==> src/rtl/mult_pkg.sv <==
// Shared types and limits for the sequential shift-add multiplier.
// Contents: controller state encoding, maximum supported operand width,
// and a helper that sizes the iteration counter.
package mult_pkg;

  typedef enum logic [1:0] {
    IDLE,
    RUN,
    DONE
  } state_t;

  localparam int unsigned MAX_WIDTH = 32;

  // Counter must hold values 0..WIDTH.
  function automatic int unsigned cnt_width(input int unsigned width);
    return $clog2(width + 1);
  endfunction

endpackage

==> src/rtl/mult_if.sv <==
// Handshake/bus bundle between the multiplier and its harness.
// master: drives load, a, b; observes busy, done, product.
// slave : the multiplier side.
interface mult_if #(
  parameter int unsigned WIDTH = 8
);

  logic                 load;
  logic [WIDTH-1:0]     a;
  logic [WIDTH-1:0]     b;
  logic                 busy;
  logic                 done;
  logic [2*WIDTH-1:0]   product;

  modport master (output load, a, b, input busy, done, product);
  modport slave  (input load, a, b, output busy, done, product);

endinterface

==> src/rtl/mult_ctrl.sv <==
// Controller for mult_seq: IDLE/RUN/DONE FSM plus iteration counter.
// Ports:
//   clk, reset        clock, synchronous active-high reset
//   load              start request, honoured only in IDLE
//   capture           strobe: load accepted this edge (decode of state)
//   step              strobe: one datapath iteration this edge
//   finish            strobe: last iteration this edge, write product
//   busy, done        registered status (busy in RUN/DONE, done in DONE)
module mult_ctrl
  import mult_pkg::*;
#(
  parameter int unsigned WIDTH = 8
) (
  input  logic clk,
  input  logic reset,
  input  logic load,
  output logic capture,
  output logic step,
  output logic finish,
  output logic busy,
  output logic done
);

  localparam int unsigned CW = cnt_width(WIDTH);
  localparam logic [CW-1:0] LAST = CW'(WIDTH - 1);

  state_t        state;
  logic [CW-1:0] count;

  // Datapath strobes are pure decodes of the registered state/counter.
  assign capture = (state == IDLE) && load;
  assign step    = (state == RUN);
  assign finish  = step && (count == LAST);

  // FSM, counter and registered status flags.
  always_ff @(posedge clk) begin
    if (reset) begin
      state <= IDLE;
      count <= '0;
      busy  <= 1'b0;
      done  <= 1'b0;
    end else begin
      case (state)
        IDLE: begin
          if (load) begin
            state <= RUN;
            count <= '0;
            busy  <= 1'b1;
          end
        end
        RUN: begin
          count <= count + CW'(1);
          if (count == LAST) begin
            state <= DONE;
            done  <= 1'b1;
          end
        end
        DONE: begin
          state <= IDLE;
          busy  <= 1'b0;
          done  <= 1'b0;
        end
        default: begin
          state <= IDLE;
          busy  <= 1'b0;
          done  <= 1'b0;
        end
      endcase
    end
  end

endmodule

==> src/rtl/mult_seq.sv <==
// Sequential shift-add multiplier, WIDTH-bit operands, 2*WIDTH-bit product,
// fixed latency of WIDTH iterations.
// Ports:
//   clk    rising-edge clock
//   reset  synchronous active-high reset
//   bus    mult_if slave: load/a/b in, busy/done/product out
// Build option: define MULT_SIGNED_EN for two's complement operands/product
// (magnitudes multiplied, result negated when the signs differ).
module mult_seq
  import mult_pkg::*;
#(
  parameter int unsigned WIDTH = 8
) (
  input  logic   clk,
  input  logic   reset,
  mult_if.slave  bus
);

  localparam int unsigned PW = 2 * WIDTH;

  if (WIDTH < 1 || WIDTH > MAX_WIDTH) begin : g_bad_width
    $error("mult_seq: WIDTH out of range");
  end

  logic          capture;
  logic          step;
  logic          finish;
  logic          busy;
  logic          done;
  logic [WIDTH-1:0] mcand;
  logic [WIDTH-1:0] mplier;
  logic [PW-1:0]    acc;
  logic [PW-1:0]    acc_next;
  logic [PW-1:0]    product;
  logic [WIDTH:0]   sum;
  logic [WIDTH-1:0] a_in;
  logic [WIDTH-1:0] b_in;
  logic [PW-1:0]    result;

  mult_ctrl #(.WIDTH(WIDTH)) u_ctrl (
    .clk     (clk),
    .reset   (reset),
    .load    (bus.load),
    .capture (capture),
    .step    (step),
    .finish  (finish),
    .busy    (busy),
    .done    (done)
  );

`ifdef MULT_SIGNED_EN
  logic sign;

  // Magnitudes; the most-negative value maps to 2^(WIDTH-1), which still fits.
  always_comb begin
    a_in = bus.a[WIDTH-1] ? (~bus.a + WIDTH'(1)) : bus.a;
    b_in = bus.b[WIDTH-1] ? (~bus.b + WIDTH'(1)) : bus.b;
  end

  always_comb result = sign ? (~acc_next + PW'(1)) : acc_next;

  always_ff @(posedge clk) begin
    if (reset)        sign <= 1'b0;
    else if (capture) sign <= bus.a[WIDTH-1] ^ bus.b[WIDTH-1];
  end
`else
  always_comb begin
    a_in = bus.a;
    b_in = bus.b;
  end

  always_comb result = acc_next;
`endif

  // One iteration: add into upper WIDTH+1 bits (bit WIDTH is carry), shift right.
  always_comb begin
    sum      = {1'b0, acc[PW-1:WIDTH]} + (mplier[0] ? {1'b0, mcand} : '0);
    acc_next = PW'({sum, acc[WIDTH-1:0]} >> 1);
  end

  // Operand, accumulator and product registers.
  always_ff @(posedge clk) begin
    if (reset) begin
      mcand   <= '0;
      mplier  <= '0;
      acc     <= '0;
      product <= '0;
    end else if (capture) begin
      mcand  <= a_in;
      mplier <= b_in;
      acc    <= '0;
    end else if (step) begin
      acc    <= acc_next;
      mplier <= mplier >> 1;
      if (finish) product <= result;
    end
  end

  assign bus.busy    = busy;
  assign bus.done    = done;
  assign bus.product = product;

endmodule

==> src/flat_wrapper.sv <==
// flat-port wrapper written by rule: the top's interface ports become plain ports
module mult_seq_flat import mult_pkg::*;
#(
  parameter int unsigned WIDTH = 8
)
  (clk, reset, bus_load, bus_a, bus_b, bus_busy, bus_done, bus_product);
  mult_if #(.WIDTH(WIDTH)) bus_i ();
  input  logic clk;
  input  logic reset;
  input wire logic [$bits(bus_i.load)-1:0] bus_load;
  input wire logic [$bits(bus_i.a)-1:0] bus_a;
  input wire logic [$bits(bus_i.b)-1:0] bus_b;
  output wire logic [$bits(bus_i.busy)-1:0] bus_busy;
  output wire logic [$bits(bus_i.done)-1:0] bus_done;
  output wire logic [$bits(bus_i.product)-1:0] bus_product;
  assign bus_i.load = bus_load;
  assign bus_i.a = bus_a;
  assign bus_i.b = bus_b;
  assign bus_busy = bus_i.busy;
  assign bus_done = bus_i.done;
  assign bus_product = bus_i.product;
  mult_seq #(.WIDTH(WIDTH)) u_core (.clk(clk), .reset(reset), .bus(bus_i));
endmodule
==> config.mk <==
export PLATFORM = sky130hd
export DESIGN_NAME = mult_seq_flat
export DESIGN_NICKNAME = d
export VERILOG_FILES = /design/src/rtl/mult_pkg.sv /design/src/rtl/mult_if.sv /design/src/rtl/mult_ctrl.sv /design/src/rtl/mult_seq.sv /design/src/flat_wrapper.sv
export SDC_FILE = /design/constraint.sdc
export NUM_CORES = 1
export LEC_CHECK = 0
export ABC_AREA = 1
export BUFFER_PORTS_ARGS = -buffer_cell sky130_fd_sc_hd__buf_2
export CAP_MARGIN = 20
export CORE_ASPECT_RATIO = 0.6
export CORE_UTILIZATION = 50
export CTS_BUF_LIST = sky130_fd_sc_hd__clkbuf_8 sky130_fd_sc_hd__clkbuf_16
export DETAILED_ROUTE_END_ITERATION = 10
export PLACE_DENSITY = 0.68
export SLEW_MARGIN = 20
export SYNTH_ARGS = -nofsm -noshare
export SYNTH_HDL_FRONTEND = slang
export SYNTH_SLANG_ARGS = --single-unit
==> constraint.sdc <==
create_clock -name clk -period 4.4 [get_ports clk]
set_input_delay 0.22 -clock clk [delete_from_list [all_inputs] [get_ports clk]]
set_output_delay 0.22 -clock clk [all_outputs]
set_load 0.005 [all_outputs]
Word-level counts from Yosys, hierarchy flattened
Index checks and enable logic that the tools add are counted.
{"block": "classes", "addsub": 2, "n_eq_ne": 4, "muxes": 12, "bitwise_logic": 3, "reduce_logical": 11}
{"operator": "8-bit 2-to-1 mux", "count": 3}
{"operator": "8-bit by 9-bit adder with 9-bit output", "count": 1}
{"operator": "4-bit one-hot mux with 2 select lines", "count": 1}
{"operator": "2-bit AND reduction", "count": 4}
{"operator": "4-bit by 1-bit adder with 4-bit output, second input constant", "count": 1}
{"operator": "4-bit by 3-bit equality test with 1-bit output, second input constant", "count": 1}
{"operator": "2-bit 2-to-1 mux", "count": 2}
{"operator": "4-bit 2-to-1 mux", "count": 1}
{"operator": "1-bit one-hot mux with 2 select lines", "count": 2}
{"operator": "2-bit one-hot mux with 2 select lines", "count": 1}
{"operator": "2-bit nonzero test", "count": 2}
{"operator": "1-bit inverter", "count": 3}
{"operator": "3-bit AND reduction", "count": 1}
{"operator": "2-bit by 1-bit equality test with 1-bit output, second input constant", "count": 1}
{"operator": "1-bit logical AND", "count": 2}
{"operator": "2-bit zero test", "count": 1}
{"operator": "1-bit 2-to-1 mux", "count": 2}
{"operator": "2-bit by 1-bit inequality test with 1-bit output, second input constant", "count": 1}
{"operator": "2-bit inequality test, second input constant", "count": 1}
{"operator": "2-bit OR reduction", "count": 1}
{"block": "totals", "ff_bits": 56, "input_bits": 19, "out_inout_bits": 18, "word_cells": 40}

Depth between registers and ports, before layout
Gate-level depths: netlist of the first run.
{"block": "logic_depth", "ltp_word": 4, "ltp_mapped": 13, "ltp_nobuf": 12}

By module
Synthesis of the first run repeated with hierarchy kept, for this count alone.
{"block": "unflattened", "cells_unflattened": 365, "area_unflattened_um2": 2590.0}
{"module": "mult_seq", "instances": 1, "cells_each": 319, "area_per_inst_um2": 2232.1, "seq_area_each_um2": 940.9}
{"module": "mult_ctrl", "instances": 1, "cells_each": 46, "area_per_inst_um2": 357.8, "seq_area_each_um2": 160.2}

Worst setup path after synthesis of the first run
Ideal clock, no wire load.
{"block": "synth_path", "path_kind": "reg2reg", "startpoint": "register u_core.mplier[0]", "endpoint": "register u_core.acc[13]", "setup_ns": 0.109, "arrival_time_ns": 1.632, "t_required_ns": 4.291, "setup_slack_ns": 2.659, "stages_incl_launch_ff": 14, "path_buffers": 1, "period_less_slack_ns": 1.741, "path_cell_list": "dfxtp_1 clkbuf_1 nand2_1 inv_1 ha_1 fa_1 nand2_1 nand2_1 nand3_1 nand2_1 nand2_1 nand3_1 nand2_1 inv_1"}
{"block": "synth_via", "elab_chain_len": 2}
{"item": "start: declaration", "line_no": "mult_seq.sv:31", "rtl": "logic [WIDTH-1:0] mplier;"}
{"item": "start signal: assignment", "line_no": "mult_seq.sv:90", "rtl": "mplier <= b_in;"}
{"item": "start signal: assignment", "line_no": "mult_seq.sv:94", "rtl": "mplier <= mplier >> 1;"}
{"item": "8-bit 2-to-1 mux", "line_no": "mult_seq.sv:77", "rtl": "sum = {1'b0, acc[PW-1:WIDTH]} + (mplier[0] ? {1'b0, mcand} : '0);"}
{"item": "8-bit by 9-bit adder with 9-bit output", "line_no": "mult_seq.sv:77"}
{"item": "end signal: assignment", "line_no": "mult_seq.sv:93", "rtl": "acc <= acc_next;"}
{"item": "end: declaration", "line_no": "mult_seq.sv:32", "rtl": "logic [PW-1:0] acc;"}
No other way between the ends.
A chain may end at the register's enable or synchronous reset.

Worst setup path after layout of the first run
{"block": "layout_path", "startpoint": "register u_core.u_ctrl.state[0]", "endpoint": "register u_core.product[6], in the netlist u_core.bus.product[6]"}
{"block": "layout_via", "elab_chain_len": 4, "elab_cells_between_ends": 6, "classes_between": "eq/ne (1); bitwise (1); reduce/logical (4)"}
{"item": "start: declaration", "line_no": "mult_ctrl.sv:27", "rtl": "state_t state;"}
{"item": "start signal: assignment", "line_no": "mult_ctrl.sv:38", "rtl": "state <= IDLE;"}
{"item": "start signal: assignment", "line_no": "mult_ctrl.sv:46", "rtl": "state <= RUN;"}
{"item": "start signal: assignment", "line_no": "mult_ctrl.sv:54", "rtl": "state <= DONE;"}
{"item": "2-bit zero test", "line_no": "mult_ctrl.sv:31", "rtl": "assign capture = (state == IDLE) && load;"}
{"item": "1-bit logical AND", "line_no": "mult_ctrl.sv:31"}
{"item": "1-bit inverter (no source line)"}
{"item": "3-bit AND reduction (no source line) *"}
{"item": "end signal: assignment", "line_no": "mult_seq.sv:95", "rtl": "if (finish) product <= result;"}
{"item": "end: declaration", "line_no": "mult_seq.sv:34", "rtl": "logic [PW-1:0] product;"}
Every way passes the cells marked *; elsewhere a longest branch is shown, timed or not.

==> results of run 1 <==
synth_stat cells (2+ instances only):
| cell | number |
|---|---|
| a21oi_1 | 20 |
| a31oi_1 | 7 |
| buf_2 | 8 |
| buf_4 | 2 |
| buf_6 | 2 |
| clkbuf_1 | 2 |
| dfxtp_1 | 55 |
| ha_1 | 9 |
| inv_1 | 30 |
| inv_2 | 6 |
| nand2_1 | 110 |
| nand3_1 | 29 |
| nand3b_1 | 3 |
| nor2_1 | 44 |
| nor2_4 | 2 |
| o211ai_1 | 2 |
| o21ai_0 | 10 |
| or2_2 | 2 |
layer usage:
layer / vias up / GRT usage / part of all wire
met4: 0 / 0.0593 / 0.0093
met3: 8 / 0.0569 / 0.063
met2: 52 / 0.296 / 0.39
met5: - / 0 / 0
met1: 933 / 0.326 / 0.53
li1: 1169 / - / -
per-stage QoR:
stage,hold WS (ns),std cells,area (um2)
finish,0.155,444,2770
global route,0.161,444,2770
CTS,0.152,444,2770
global placement,0.448,436,2690
floorplan,0.368,351,2510
detailed placement,0.455,436,2690
layout make-up:
class	count	area share
clock buffers	5	0.0248
inverters	36	0.0487
multi-input cells	246	0.429
well taps	63	0.0284
flip-flops and latches	55	0.397
clock inverters	3	0.00677
repair buffers	36	0.0650
worst paths after layout:
path                          startpoint                     to  cells past startpoint
setup / recovery  u_core.u_ctrl.state[0]  u_core.bus.product[6]                      8
hold / removal                  bus_a[1]        u_core.mcand[1]                      3
setup reg to reg  u_core.u_ctrl.state[0]  u_core.bus.product[6]                      8
hold reg to reg    u_core.bus.product[9]  u_core.bus.product[9]                      2
power by group:
part / internal, mW / leakage (nW) / switching (mW)
clock: 0.113 / 0.0483 / 0.173
sequential: 0.515 / 0.448 / 0.0104
combinational: 0.0313 / 0.909 / 0.0601
total: 0.659 / 1.40 / 0.243
worst max-delay path: cells and delay by family (launching register included):
family / cells / cell delay (ns)
flops: 1 / 0.32
buf+inv: 3 / 0.54
simple gates: 5 / 1.17
kinds of logic (layout without fill, tap and decap cells):
kind of cell,count (synthesis),count (layout),share of synthesized area
and+or+nand+nor,194,194,0.329
DFF,55,55,0.438
buffers and inverters,50,80,0.0877
AOI/OAI and AO/OA,41,41,0.0882
adders and majority gates,10,10,0.0528
xor gates and xnor gates,1,1,0.00349
sequential cells by signal, summed over array words and instances (netlist names):
register	count
u_core.mplier	8
u_core.u_ctrl.done	1
u_core.bus.product	16
u_core.acc	15
u_core.u_ctrl.busy	1
u_core.u_ctrl.count	4
u_core.mcand	8
u_core.u_ctrl.state	2
==> impl.org, run 1 <==
** Route
- DRT Wirelength :: 5.17 mm
- Drt pass-1 iters :: 5
- The final route contains ~2200 vias.
- In this run the remaining antenna-violating nets after routing total 0.
- Via count normalized by instance count :: 4.87
- Number of remaining DRC errors :: 0
- In the final routed layout, each cell accounts on average for 11.6 um.
- Detailed router's first-iteration violation count :: 166

** Layout
- The library cell used most frequently in the layout, excluding fill and tap cells, is nand2_1.
- Number of diodes added for antenna fixing :: 0
- Number of fillers in the final layout :: 455
- Final Core Density :: 0.589
- In the final design database the tool counted 409 nets.
- Layout cells sized above 1 :: 0.150
- Area of the multi-input gates :: about 1200 um2
- In the layout the commonest cells are nand2_1 (110), dfxtp_1 (55), nor2_1 (44), buf_2 (36), inv_1 (30).
- From synthesis to final layout, the design area changed by 10.4%.
- Registers take 1100 um2.

** Outcome
- The run finished with clean final reports.

** Synth
- Leading post-synthesis cells by cell area :: dfxtp_1 (44%), nand2_1 (16%), nor2_1 (6.6%)
- The most used flip-flop cell after synthesis is dfxtp_1.
- Share of the synthesized area in the top cell type :: 0.438
- The synthesized netlist contains 26 unique library cells.
- In this run the mean area of a mapped cell was just over 7 um2.
- FFs w/ async S/R, synth :: 0
- Counting flops with a built-in enable in the synthesized netlist gives 0.
- The share of the Yosys chip area taken by registers is 0.438.
- The largest total area in the synthesized netlist belongs to dfxtp_1.
- The Yosys step of the flow raised 0 warnings.
- When the netlist entered floorplanning its net count stood at 380.
- Cell area after synthesis :: 2510 um2
- Synthesis produced 351 cells.
- Yosys reg bits :: 55

** Global route
- Number of antenna violations at the first check in global routing :: 0
- Overflow after GRT :: 0
- Wire length of the first global-routing pass :: 8.86 mm
- Entering global routing, the biggest net connects 35 pins.
- Tot GR Track Use :: 0.216
- Number of global-route vias before repair :: around 1900

** Setup path
- Walking the worst path, the cells encountered are inv_1 -> nor2_4 -> inv_2 -> nor2_8 -> nand2_1 -> inv_2 -> nand2_1 -> nand2_1.
- Worst-path fanout max :: 34
- The worst setup path is captured at a flip-flop.
- Critical-path cell with the highest stage delay :: nor2_4
- Biggest cell delay along the critical path :: 0.62 ns
- The critical path is of the reg -> reg type.
- Worst R2R Setup Slack :: 2.31 ns
- Startpoint class of the critical path :: flip-flop
- By instance count, the cell type seen most on the critical path is nand2_1.
- For the worst setup path, the data arrival time is ~2.4 ns.
- STA puts the critical path data required time at 4.66 ns.

** Clock network
- Number of buffers inserted by hold repair at cts :: 0
- TritonCTS built the clock tree.
- Number of resized instances in the post-cts repair step :: 0
- CTS sink count :: 55
- The root buffer cell chosen for the clock tree is clkbuf_8.
- Once the clock tree was built, the setup fixing pass inserted 0 buffers.
- No sink is reached through more buffers than the 2 on the longest clock path.
- CTS clock-pin slew for the worst setup and hold paths :: around 0.1 ns
- Clock latency on the worst-skew pair, taken at its later pin, is a little over 0.3 ns.
- CTS H-Tree Depth :: 2
- In this run, CTS created clock tree buffers numbering 5.

** Floorplan
- Core Box Area :: about 4700 um2
- The initial utilization of the core area, before any placement, comes to 0.533.
- Measured along the y axis, the die boundary spans 56.9 um.
- The floorplan step set the die width to 93.5 um.
- Number of primary I/O pins :: 37
- Number of rows created at floorplan :: 19
- Area enclosed by the die boundary :: 5320 um2

** STA
- The final count of pins violating max slew came to 0.
- FMAX :: 0.478 GHz
- Once routing completed, OpenROAD measured the worst setup slack at 2.31 ns.
- Final critical path time including I/O delays and setup :: 2.09 ns
- Setup TNS :: 0 ns
- Largest clock skew in the final design :: 0.00683 ns
- Setup repair after global routing left no endpoint under its margin.
- Final cycle utilization of the critical path :: 0.476
- Setup violations remaining at the end of the flow were counted as 0.
- Slew Limit Headroom :: 0.450
- Final hold violation count :: 0
- Measured slew at the worst slew-check pin :: roughly 0.82 ns

** Power and ir drop
- After layout, the design draws a total of 0.902 mW.
- In this run the static leakage power is 1.40 nW.
- Dividing total power by cell area gives a power density of 325 nW/um2.
- Peak supply drop :: 0.186 mV

** Placed design
- Worst slack, placed :: between 2 and 2.5 ns
- GP Congestion :: 0.852
- Number of input and output port buffers inserted :: 36
- Detailed placement ended at an HPWL of 3.64 mm.

** Job
- Across the run, the number of max-cap violations was 0.

** Min path
- In this run the worst hold path is classified as in -> reg.
(Power assumes the default switching activity.)
==> run 2, diff against run 1 <==
PLACE_DENSITY = 0.71   (was 0.68)
clock period = 1.8 ns   (was 4.4 ns; I/O delays follow)
==> run 2 against run 1 <==
Net effect: non-clock buffer count increased by 5; utilization increased by 2.8 points; first-iteration DRC count shrank 21%; power increased to 2.7 times the previous value; wire length grew 1.6%; setup slack got worse by 2.2 ns; cell area is 4.8% higher; critical endpoint is now u_core.acc[14]; flip-flop and latch count stayed put; clock power rose to 3.3 times the previous value; critical path depth up 3; clock skew up 0.0014 ns; die area unchanged.
==> impl.org, run 2 (synthesis gave the netlist of run 1 again) <==
** Route
- Routed wirelength normalized by instance count :: roughly 12 um
- Before antenna repair, the detailed router went through 4 iterations.
- Number of remaining DRC errors :: 0
- Vias after detailed routing :: 2221
- Via count normalized by instance count :: ~4.9
- The count of nets left with antenna violations once routing finished came out at 0.
- After the first detailed-routing iteration, the DRC count stood at between 100 and 150.
- Summed over all layers, the routed wires come to 5.25 mm.

** STA
- The final count of pins violating max slew was 0.
- Setup slack closes at 0.122 ns.
- Worst hold slack across all endpoints :: 0.0244 ns
- Setup violations remaining at the end of the flow were counted as 0.
- Final critical path time including I/O delays and setup :: roughly 1.7 ns
- For the final database, setup skew stands at 0.00823 ns.
- Timing would allow up to 0.596 GHz.
- For the pin with the worst max-slew slack, the measured transition is 0.481 ns.
- Headroom to the max-slew limit came out at 0.679.
- The final count of hold timing violations is 0.
- Setup TNS :: 0 ns
- Of the available clock period, the critical path in the final layout requires 0.932.

** Layout
- Most common library cell in the layout ignoring fill and taps :: nand2_1
- Layout cells sized above 1 :: 0.184
- FF+latch area :: 1100 um2
- Number of diodes added for antenna fixing :: 0
- For this run, the post-layout net count is roughly 410.
- In the final layout, the multi-input gates occupy 1240 um2.
- Number of fillers in the final layout :: 436
- Ranked by flip-flop count, first place goes to u_core.bus.product.
- Layout-stage area growth over the synthesis result :: 15.7%
- Most used cells in the layout excluding fill and tap cells :: nand2_1 (108), dfxtp_1 (54), nor2_1 (44), buf_2 (36), inv_1 (31)
- Regs by FF count :: u_core.bus.product: 16 flops, u_core.acc: 15 flops
- The register with the most flip-flops in the layout has 16 of them.

** Floorplan
- Number of primary I/O pins :: 37
- Core Box Area :: 4710 um2
- The floorplan step set the die height to 56.9 um.
- Area enclosed by the die boundary :: around 5300 um2
- Initial Utilization :: 0.533
- Measured along the x axis, the die boundary spans between 90 and 100 um.
- Number of rows created at floorplan :: 19

** Global route
- Overflow after GRT :: 0
- Number of global-route vias before repair :: 1891
- Pin count of the biggest net entering global routing :: 34
- Wire length of the first global-routing pass :: roughly 8.6 mm
- For this run, the total global-route usage over all layers was measured as 0.209.
- Number of antenna violations at the first check in global routing :: 0

** Setup path
- The worst setup path is launched from a flip-flop.
- In this run the worst path has a maximum fanout of 6.
- The setup check on the worst reg-to-reg path leaves a slack of 0.12 ns.
- The startpoint identified for the worst register-to-register timing path is u_core.mplier[0].
- Beginning of the critical path :: u_core.mplier[0]
- The worst setup path is of the reg -> reg kind.
- Required arrival time at the worst endpoint :: 2.02 ns
- Arrival time reported for the critical path endpoint :: 1.90 ns
- Critical path endpoint category :: flip-flop
- Length in cells of the worst reg-to-reg path :: 11

** Min path
- The worst hold path belongs to the class in -> reg.
- Worst Hold Depth :: 3
- In this run the most critical hold path is launched from bus_a[5].

** Clock network
- Root buffer cell :: clkbuf_8
- Number of buffers inserted by hold repair at cts :: 0
- The clock drives 55 sinks.
- The later pin in the worst-skew pair is clocked with a latency of a little over 0.3 ns.
- The number of clock buffers added by TritonCTS is 5.
- CTS clock-pin slew for the worst setup and hold paths :: 0.10 ns
- In this run the deepest clock path goes through 2 buffers.
- CTS built an H-tree with a depth of 2.
- TritonCTS built the clock tree.

** Power and ir drop
- Power spread over the standard cell area amounts to 849 nW/um2.
- Leakage Power :: 1.45 nW
- Peak supply drop :: 0.466 mV

** Placed design
- GP Congestion :: 0.866
- Number of input and output port buffers inserted :: 36
- Half-perimeter wire length of the detailed placement result :: 3.69 mm
- Prior to clock tree synthesis, the placed netlist has a worst setup slack of 0.0118 ns.

** Job
- Max-cap violations in this run came to 0.

** Outcome
- The flow ran to the end, and the final reports show no timing, DRC or antenna violations.
run 2: per-layer routing:
layer / wire length (um) / track usage
met1: 2610 / 0.297
met2: 2190 / 0.306
met3: 380 / 0.0528
met4: 72 / 0.0725
met5: 0 / 0
run 2: final cells by class:
type,count,area share
multi-input combinational,246,0.425
sequential,55,0.380
timing repair buffer,41,0.0749
inverter,36,0.0465
tap,63,0.0271
clock buffer,5,0.0237
clock inverter,3,0.0220
run 2: path summary, 6_finish.rpt:
kind                     endpoint
setup / recovery   u_core.acc[14]
hold / removal    u_core.mcand[5]
setup reg to reg   u_core.acc[14]
hold reg to reg     u_core.acc[1]
run 2: stage by stage:
| step | std cells | util | power, mW | cell area [um2] |
|---|---|---|---|---|
| global route | 449 | 0.617 | 2.57 | 2910 |
| finish | 449 | 0.617 | 2.47 | 2910 |
| detailed placement | 441 | 0.578 | 1.55 | 2720 |
| floorplan | 351 | - | 1.49 | 2510 |
| CTS | 449 | 0.607 | 2.48 | 2860 |
| global placement | 441 | 0.578 | 1.54 | 2720 |
run 2: critical path, stage by stage (launching register included):
cell     delay, ns
dfxtp_4       0.37
buf_4         0.14
nand2_1       0.06
inv_1         0.04
ha_1          0.35
nand2_1       0.10
nor2_1        0.15
nand3_2       0.11
nand3_2       0.10
nand3_1       0.07
nand2_1       0.07
inv_1         0.03
run 2: timing repair:
action / in CTS / in global routing
resized for setup: 0 / 12
buffers inserted: 0 / 0
endpoints found under the setup margin: 0 / 8
run 2: power by group:
part           switching, mW  leakage (nW)  internal (mW)
sequential            0.0247         0.448           1.26
combinational          0.153         0.928         0.0877
clock                  0.393        0.0695          0.550
total                  0.570          1.45           1.90
